## src/rtl/secuenciador_pkg.sv

```systemverilog
// Shared definitions for the motor start/stop sequencer.
// Contents: ESTADO width, state codes, registered-output payload struct and a
// helper that maps a state code onto the motor enables and the busy flag.
package secuenciador_pkg;

  localparam int unsigned ESTADO_W = 3;

  typedef logic [ESTADO_W-1:0] estado_t;

  localparam estado_t REPOSO    = ESTADO_W'(0);
  localparam estado_t ARRANQUE1 = ESTADO_W'(1);
  localparam estado_t MARCHA    = ESTADO_W'(2);
  localparam estado_t PARADA2   = ESTADO_W'(3);
  localparam estado_t BLOQUEO   = ESTADO_W'(4);

  // Registered drive outputs, bundled so they are updated together.
  typedef struct packed {
    logic motor1;
    logic motor2;
    logic ocupado;
  } salidas_t;

  // Motor 1 runs in every active phase; motor 2 only while both run.
  function automatic salidas_t salidas_de(input estado_t e);
    salidas_t s;
    s.motor1  = (e == ARRANQUE1) || (e == MARCHA) || (e == PARADA2);
    s.motor2  = (e == MARCHA);
    s.ocupado = (e != REPOSO);
    return s;
  endfunction

endpackage

```

## src/rtl/secuenciador_motores_temporizador.sv

```systemverilog
// Loadable down-counter used to time the stagger and run phases.
// Ports: CLK, REINICIO (async active-low), carga (load strobe),
//        valor (load value), fin (count currently equals 1).
// The count saturates at 0 so it never wraps while idle.
module temporizador #(
  parameter int unsigned ANCHO = 8
) (
  input  logic             CLK,
  input  logic             REINICIO,
  input  logic             carga,
  input  logic [ANCHO-1:0] valor,
  output logic             fin
);

  logic [ANCHO-1:0] cuenta_q;
  logic [ANCHO-1:0] cuenta_d;

  // Load has precedence over the decrement.
  always_comb begin
    cuenta_d = cuenta_q;
    if (carga) begin
      cuenta_d = valor;
    end else if (cuenta_q != '0) begin
      cuenta_d = cuenta_q - ANCHO'(1);
    end
  end

  always_ff @(posedge CLK or negedge REINICIO) begin
    if (!REINICIO) begin
      cuenta_q <= '0;
    end else begin
      cuenta_q <= cuenta_d;
    end
  end

  // Expiry is flagged one count early so the FSM acts on the last cycle.
  assign fin = (cuenta_q == ANCHO'(1));

endmodule

```

## src/rtl/secuenciador_motores.sv

```systemverilog
// Start/stop sequencer for two motors.
// Ports: CLK, REINICIO (async active-low), ARRANQUE (start, rising edge),
//        PARO (stop level), MODO (0 simultaneous / 1 staggered, latched at
//        start), FALLA (fault level, highest priority);
//        MOTOR1, MOTOR2 (registered enables), ESTADO (state code),
//        OCUPADO (not idle).
module secuenciador_motores
  import secuenciador_pkg::*;
#(
  parameter int unsigned RETARDO  = 4,
  parameter int unsigned T_MARCHA = 16,
  parameter int unsigned ANCHO    = 8
) (
  input  logic                CLK,
  input  logic                REINICIO,
  input  logic                ARRANQUE,
  input  logic                PARO,
  input  logic                MODO,
  input  logic                FALLA,
  output logic                MOTOR1,
  output logic                MOTOR2,
  output logic [ESTADO_W-1:0] ESTADO,
  output logic                OCUPADO
);

  estado_t          estado_q, estado_d;
  logic             modo_q, modo_d;
  logic             arr_bajo_q;
  logic             flanco_c;
  logic             carga_c;
  logic [ANCHO-1:0] valor_c;
  logic             fin_c;
  salidas_t         sal_q, sal_d;

  // Edge history holds "last sample was low"; it resets to 0 so a start
  // command already high at reset release must drop before it counts.
  always_ff @(posedge CLK or negedge REINICIO) begin
    if (!REINICIO) begin
      arr_bajo_q <= 1'b0;
    end else begin
      arr_bajo_q <= ~ARRANQUE;
    end
  end

  assign flanco_c = ARRANQUE & arr_bajo_q;

  temporizador #(
    .ANCHO (ANCHO)
  ) u_temporizador (
    .CLK      (CLK),
    .REINICIO (REINICIO),
    .carga    (carga_c),
    .valor    (valor_c),
    .fin      (fin_c)
  );

  // State register and latched mode.
  always_ff @(posedge CLK or negedge REINICIO) begin
    if (!REINICIO) begin
      estado_q <= REPOSO;
      modo_q   <= 1'b0;
    end else begin
      estado_q <= estado_d;
      modo_q   <= modo_d;
    end
  end

  // Next state and timer load; priority FALLA > PARO > expiry > start edge.
  always_comb begin
    estado_d = estado_q;
    modo_d   = modo_q;
    carga_c  = 1'b0;
    valor_c  = '0;
    if (FALLA) begin
      estado_d = BLOQUEO;
    end else begin
      unique case (estado_q)
        REPOSO: begin
          if (!PARO && flanco_c) begin
            modo_d  = MODO;
            carga_c = 1'b1;
            if (MODO) begin
              estado_d = ARRANQUE1;
              valor_c  = ANCHO'(RETARDO);
            end else begin
              estado_d = MARCHA;
              valor_c  = ANCHO'(T_MARCHA);
            end
          end
        end
        ARRANQUE1: begin
          if (PARO) begin
            estado_d = REPOSO;
          end else if (fin_c) begin
            estado_d = MARCHA;
            carga_c  = 1'b1;
            valor_c  = ANCHO'(T_MARCHA);
          end
        end
        MARCHA: begin
          if (PARO || fin_c) begin
            if (modo_q) begin
              estado_d = PARADA2;
              carga_c  = 1'b1;
              valor_c  = ANCHO'(RETARDO);
            end else begin
              estado_d = REPOSO;
            end
          end
        end
        PARADA2: begin
          if (fin_c) begin
            estado_d = REPOSO;
          end
        end
        BLOQUEO: begin
          if (PARO) begin
            estado_d = REPOSO;
          end
        end
        default: begin
          estado_d = REPOSO;
        end
      endcase
    end
  end

  // Output decode from the next state so the enables track ESTADO exactly.
  always_comb begin
    sal_d = salidas_de(estado_d);
  end

  always_ff @(posedge CLK or negedge REINICIO) begin
    if (!REINICIO) begin
      sal_q <= '0;
    end else begin
      sal_q <= sal_d;
    end
  end

  assign MOTOR1  = sal_q.motor1;
  assign MOTOR2  = sal_q.motor2;
  assign OCUPADO = sal_q.ocupado;
  assign ESTADO  = estado_q;

endmodule
```

## config.mk

```make
export PLATFORM = sky130hd
export DESIGN_NAME = secuenciador_motores
export DESIGN_NICKNAME = d
export VERILOG_FILES = /design/src/rtl/secuenciador_pkg.sv /design/src/rtl/secuenciador_motores_temporizador.sv /design/src/rtl/secuenciador_motores.sv
export SDC_FILE = /design/constraint.sdc
export NUM_CORES = 1
export LEC_CHECK = 0
export CELL_PAD_IN_SITES_DETAIL_PLACEMENT = 1
export CELL_PAD_IN_SITES_GLOBAL_PLACEMENT = 2
export CORE_MARGIN = 1.5
export CORE_UTILIZATION = 30
export DETAILED_ROUTE_END_ITERATION = 12
export HOLD_SLACK_MARGIN = 0.15
export PLACE_DENSITY = 0.72
export SYNTH_ARGS = -nofsm -noshare
export SYNTH_HDL_FRONTEND = slang
export SYNTH_SLANG_ARGS = --single-unit
```

## constraint.sdc

```tcl
create_clock -name CLK -period 2.7 [get_ports CLK]
set_input_delay 0.54 -clock CLK [delete_from_list [all_inputs] [get_ports CLK]]
set_output_delay 0.54 -clock CLK [all_outputs]
set_load 0.01 [all_outputs]
```

==> key figures, run 1 <==
Run status
  • Status: finished, final reports clean

Place
  • Global placer's final weighted congestion: 0.811
  • HPWL after detailed placement: 1.73 mm
  • IO buf count: 11
  • DP Worst Slack: 0.337 ns

Critical path
  • Reg2reg setup slack: 0.63 ns
  • Register-to-Register Path Depth: 4
  • Critical path fanouts, max: 8
  • CP Launch Type: register
  • Max incr delay on CP: 0.58 ns
  • Slowest-stage cell, CP: o41ai_4
  • Crit. End Element: register
  • Top cell family by delay on the critical path: compound AO/OA/AOI/OAI gates
  • Worst endpoint required time: 2.90 ns
  • Critical path class: register to register
  • WP buf/inv: 0
  • Crit-path cells: nor3_4, a32oi_2, o41ai_4, mux2_4
  • Worst path depth: 4
  • Worst r2r src: u_temporizador.cuenta_q[5]
  • Crit path DAT: 2.27 ns
  • R2R Path End: u_temporizador.cuenta_q[2]

Clocking
  • Root buffer cell: clkbuf_4
  • PostCTS Resize Cnt: 0
  • Num CTS Buffers: 3
  • Clk_lat worst skew: 0.30 ns
  • CTS tree: built
  • Htree depth: 1
  • CTS max path bufs: 2
  • Clock Sinks: 16
  • Post-CTS Setup Inserts: 0
  • Post-CTS Hold Fix Bufs: 0
  • Clock-pin transition on the worst setup and hold timing paths: 0.10 ns

Yosys
  • Count of state elements after synthesis: 16
  • Mapped Nets: 102
  • Synth Instances: 94
  • YS warnings: 0
  • Mapped cell area: 938 um^2
  • Sequential fraction of the synthesis area: 42.7%
  • Syn Area/Cell: 9.98 um^2
  • Distinct cells, synth: 37

Floorplan
  • Core ar.: 0.00300 mm^2
  • Die X: 58.9 um
  • IO Count: 12
  • Chip height: 58.9 um
  • Std cell rows: 20
  • Die area: 0.00347 mm^2
  • Starting Density: 31.3%

Worst hold path
  • Hold Crit Class: register to register
  • Min-Delay Endpoint: modo_q
  • Hold path cells: 2
  • Startpoint of the worst hold path: modo_q

Run
  • Max cap viols: 0

Cells and area
  • Most common cell after layout, fill and taps aside: dfrtp_1
  • Most frequent cells in the layout: dfrtp_1, clkdlybuf4s50_1, nor2_1, a21oi_1, inv_1
  • Synth-to-Final Area Change: 21.3%
  • Ant diodes: 0
  • Final core utilization: 37.9%
  • Layout fillers: 354
  • Nets: 119
  • Layout cells sized above 1: 13.6%

Global route
  • Pin count of the biggest net entering global routing: 17
  • Antenna violations before repair: 0
  • First-pass GRT wire length: 4.11 mm
  • GRT Resource Usage Total: 16.1%
  • Total grt overflow: 0
  • Vias in the first global route: 828

Timing
  • Slew Viols, Final: 0
  • Final WS setup: 0.628 ns
  • Slew HR: 48.1%
  • Fin crit period: 2.07 ns
  • Least-Margin Pin Slew: 0.776 ns
  • Clock Skew: 0.00677 ns
  • Setup_tns: 0 ns
  • Endpoints failing setup: 0
  • Max Fclk: 483 MHz
  • Final period util: 76.7%
  • Fin Hold WS: 0.541 ns
  • Final hold violation count: 0
  • RSZ-0062 raised after global routing: no

Route
  • DR iter-0 viols: 21
  • Routed wire length per instance: 16.5 um
  • First-pass detailed-route iteration total: 4
  • Vias: 800
  • Final ANT Viol Nets: 0
  • Vias per inst: 5.59
  • # DRC: 0
  • Drt total wl: 2.36 mm

Pwr
  • Cell Pwr Density: 780 mW/mm^2
  • Peak supply drop: 0.352 mV
  • Leak pwr: 0.485 nW
  • Post-layout power: 888 uW
cell families after synthesis:
kind of cell | share of synthesized area [%]
and+or+nand+nor | 25.2
AOI/OAI and AO/OA | 19.1
DFF | 42.7
buffers and inverters | 3.47
muxes | 6.00
adders and majority gates | 2.67
xor gates and xnor gates | 0.934
worst max path at each step:
| stage | endpoint | from | slack [ns] |
|---|---|---|---|
| 6_report | u_temporizador.cuenta_q[2] | u_temporizador.cuenta_q[5] | 0.63 |
| 5_1_grt | u_temporizador.cuenta_q[2] | u_temporizador.cuenta_q[5] | 0.51 |
| 4_1_cts | u_temporizador.cuenta_q[2] | u_temporizador.cuenta_q[5] | 0.60 |
| 3_5_place_dp | u_temporizador.cuenta_q[2] | PARO | 0.34 |
| 3_3_place_gp | u_temporizador.cuenta_q[2] | PARO | 0.41 |
| 2_1_floorplan | u_temporizador.cuenta_q[2] | ESTADO[2] | 0.82 |
sequential cells by signal, indices dropped and copies added (netlist names):
name,cells
ESTADO,3
MOTOR1,1
MOTOR2,1
OCUPADO,1
arr_bajo_q,1
modo_q,1
u_temporizador.cuenta_q,8
power breakdown:
| part | internal [mW] | total, mW | switching, mW |
|---|---|---|---|
| combinational | 0.162 | 0.329 | 0.167 |
| sequential | 0.305 | 0.392 | 0.0864 |
| clock | 0.0824 | 0.168 | 0.0853 |
| total | 0.549 | 0.888 | 0.339 |
cell usage after synthesis:
cell type | instances | area, um^2
a211oi_1 | 2 | 15.0
a21bo_2 | 1 | 10.0
a21oi_1 | 7 | 35.0
a22oi_1 | 1 | 7.51
a311o_1 | 1 | 10.0
a31oi_1 | 2 | 12.5
a32oi_1 | 1 | 8.76
a32oi_2 | 1 | 16.3
and2_1 | 1 | 6.26
and3_1 | 1 | 6.26
and3_2 | 1 | 7.51
and4bb_1 | 1 | 12.5
buf_2 | 2 | 10.0
dfrtp_1 | 16 | 400
ha_1 | 2 | 25.0
inv_1 | 6 | 22.5
mux2_2 | 1 | 11.3
mux2_4 | 1 | 15.0
mux2i_1 | 3 | 30.0
nand2_1 | 3 | 11.3
nand2b_1 | 2 | 12.5
nand3_1 | 2 | 10.0
nand3b_1 | 2 | 15.0
nand4_1 | 3 | 18.8
nand4b_1 | 1 | 8.76
nor2_1 | 8 | 30.0
nor2b_1 | 5 | 31.3
nor3_1 | 4 | 20.0
nor3_4 | 1 | 16.3
nor3b_1 | 2 | 15.0
nor4_1 | 1 | 6.26
o2111ai_1 | 1 | 8.76
o21ai_0 | 4 | 20.0
o31ai_1 | 1 | 7.51
o41ai_4 | 1 | 27.5
or3b_2 | 1 | 8.76
xnor2_1 | 1 | 8.76
metal layers:
metal | share of wire, % | track usage (%)
met4 | 2.0 | 7.79
met2 | 44 | 21.7
met1 | 49 | 24.1
met3 | 4.8 | 3.52
met5 | 0 | 0
worst reg2reg max path, cell delays in order (launching register included):
cell     delay, ns
dfrtp_1       0.45
nor3_4        0.40
a32oi_2       0.20
o41ai_4       0.58
mux2_4        0.34
per-stage QoR:
step	cell area, um^2	instances
after floorplan	938	94
after global placement	1100	139
after detailed placement	1100	139
after CTS	1140	143
after global routing	1140	143
final	1140	143
layout make-up:
class	count	area [um^2]	share of cell area, %
Timing Repair Buffer	14	133	11.6
Sequential cell	16	400	35.2
Clock buffer	4	36.3	3.19
Tap cell	33	41.3	3.63
Inverter	6	22.5	1.98
Multi-Input combinational cell	70	505	44.4
Power figures use the tool's default switching activity.
==> inputs of run 2 (changes only) <==
==> constraint.sdc (replaced) <==
create_clock -name CLK -period 2 [get_ports CLK]
set_input_delay 0.4 -clock CLK [delete_from_list [all_inputs] [get_ports CLK]]
set_output_delay 0.4 -clock CLK [all_outputs]
set_load 0.01 [all_outputs]
==> run 2 against run 1 <==
Against the previous run:
- routed wire length is 2.0% higher
- design area rose by 5.5%
- combinational power rose by 37%
- hold slack got worse by 0.11 ns
- critical endpoint is now u_temporizador.cuenta_q[4]
- largest power group unchanged
==> key figures, run 2 (synthesis gave the netlist of run 1 again) <==
Run status
  • Status: finished, final reports clean

Timing
  • Clock Skew: 0.00220 ns
  • Slew HR: 66.4%
  • Setup_tns: 0 ns
  • Endpoints failing setup: 0
  • RSZ-0062 raised after global routing: no
  • Slew Viols, Final: 0
  • Final hold violation count: 0
  • Final WS setup: 0.184 ns
  • Final period util: 90.8%
  • Least-Margin Pin Slew: 0.504 ns
  • Fin crit period: 1.82 ns
  • Max Fclk: 551 MHz

Cells and area
  • Design area: 0.00120 mm^2
  • Layout cells sized above 1: 20.3%
  • Synth-to-Final Area Change: 28.0%
  • Most frequent cells in the layout: dfrtp_1, clkdlybuf4s50_1, buf_4, nor2_1, a21oi_1
  • Nets: 127
  • Most common cell after layout, fill and taps aside: dfrtp_1
  • Largest register FFs: 8
  • Largest reg by FF count: u_temporizador.cuenta_q
  • Final core utilization: 40.0%
  • Ant diodes: 0

Global route
  • Pin count of the biggest net entering global routing: 17
  • GRT Resource Usage Total: 16.4%
  • First-pass GRT wire length: 4.31 mm
  • Vias in the first global route: 874
  • Total grt overflow: 0
  • Antenna violations before repair: 0

Route
  • Drt total wl: 2.41 mm
  • # DRC: 0
  • Routed wire length per instance: 15.9 um
  • First-pass detailed-route iteration total: 3
  • DR iter-0 viols: 15
  • Vias per inst: 5.21
  • Vias: 787
  • Final ANT Viol Nets: 0

Critical path
  • CP Launch Type: register
  • Worst endpoint required time: 2.22 ns
  • Critical path fanouts, max: 7
  • Crit. End Element: register
  • Critical path class: register to register
  • Crit path DAT: 2.03 ns

Place
  • Global placer's final weighted congestion: 0.749
  • IO buf count: 11
  • Placed cell area: 0.00116 mm^2
  • HPWL after detailed placement: 1.82 mm
  • DP Worst Slack: -0.0466 ns

Floorplan
  • Die area: 0.00347 mm^2
  • IO Count: 12
  • Core ar.: 0.00300 mm^2
  • Chip height: 58.9 um
  • Std cell rows: 20
  • Die X: 58.9 um
  • Starting Density: 31.3%

Clocking
  • Clk_lat worst skew: 0.29 ns
  • Htree depth: 1
  • Root buffer cell: clkbuf_4
  • CTS max path bufs: 2
  • CTS tree: built
  • Clock-pin transition on the worst setup and hold timing paths: 0.10 ns
  • Post-CTS Hold Fix Bufs: 0
  • Num CTS Buffers: 3
  • Clock Sinks: 16

Pwr
  • Leak pwr: 0.523 nW
  • Peak supply drop: 0.637 mV
  • Cell Pwr Density: 1000 mW/mm^2

Run
  • Max cap viols: 0

Worst hold path
  • Hold Crit Class: input port to async pin
## run 2: final cells by class
| cell class | instances | area, um^2 |
|---|---|---|
| Sequential cell | 16 | 400 |
| Inverter | 6 | 22.5 |
| Fill cell | 359 | 1800 |
| Multi-Input combinational cell | 70 | 508 |
| Tap cell | 33 | 41.3 |
| Timing Repair Buffer | 22 | 193 |
| Clock buffer | 4 | 36.3 |
## run 2: timing repair
item	in CTS	in global routing
endpoints found under the setup margin	0	2
buffers inserted	0	0
gates resized for setup	0	2
## run 2: per-layer routing
metal / track usage (%) / up-vias / part of all wire, %
met1: 23.4 / 381 / 52
met2: 25.2 / 5 / 45
met5: 0 / - / 0
li1: - / 399 / -
met3: 2.86 / 2 / 1.8
met4: 4.87 / 0 / 0.79
## run 2: final timing paths
path                                                  from                    endpoint  slack [ns]  cells after the start
worst max-delay path            u_temporizador.cuenta_q[4]  u_temporizador.cuenta_q[4]        0.18                      5
worst min register to register                      modo_q                      modo_q        0.54                      2
min in group CLK                                    modo_q                      modo_q        0.54                      2
worst max register to register  u_temporizador.cuenta_q[4]  u_temporizador.cuenta_q[4]        0.18                      5
max in group asynchronous                         REINICIO                   ESTADO[1]        1.38                      2
worst min-delay path                              REINICIO                      modo_q        0.43                      2
## run 2: metrics by stage
step | instances | hold WS, ns | total power [mW]
after floorplan | 94 | 0.104 | 0.838
after global routing | 151 | 0.426 | 1.31
after global placement | 147 | 0.506 | 0.974
final | 151 | 0.427 | 1.21
after CTS | 151 | 0.428 | 1.22
after detailed placement | 147 | 0.539 | 0.994
## run 2: report_power, final
group          switching, mW  internal, mW
clock                  0.110         0.111
combinational          0.217         0.235
sequential             0.122         0.412
## run 2: critical path, cell delays in order, from the launching register on
cell and delay, ns:
dfrtp_1 0.41, nor3_1 0.34, a32oi_2 0.19, o41ai_4 0.38, buf_4 0.23, mux2i_1 0.19
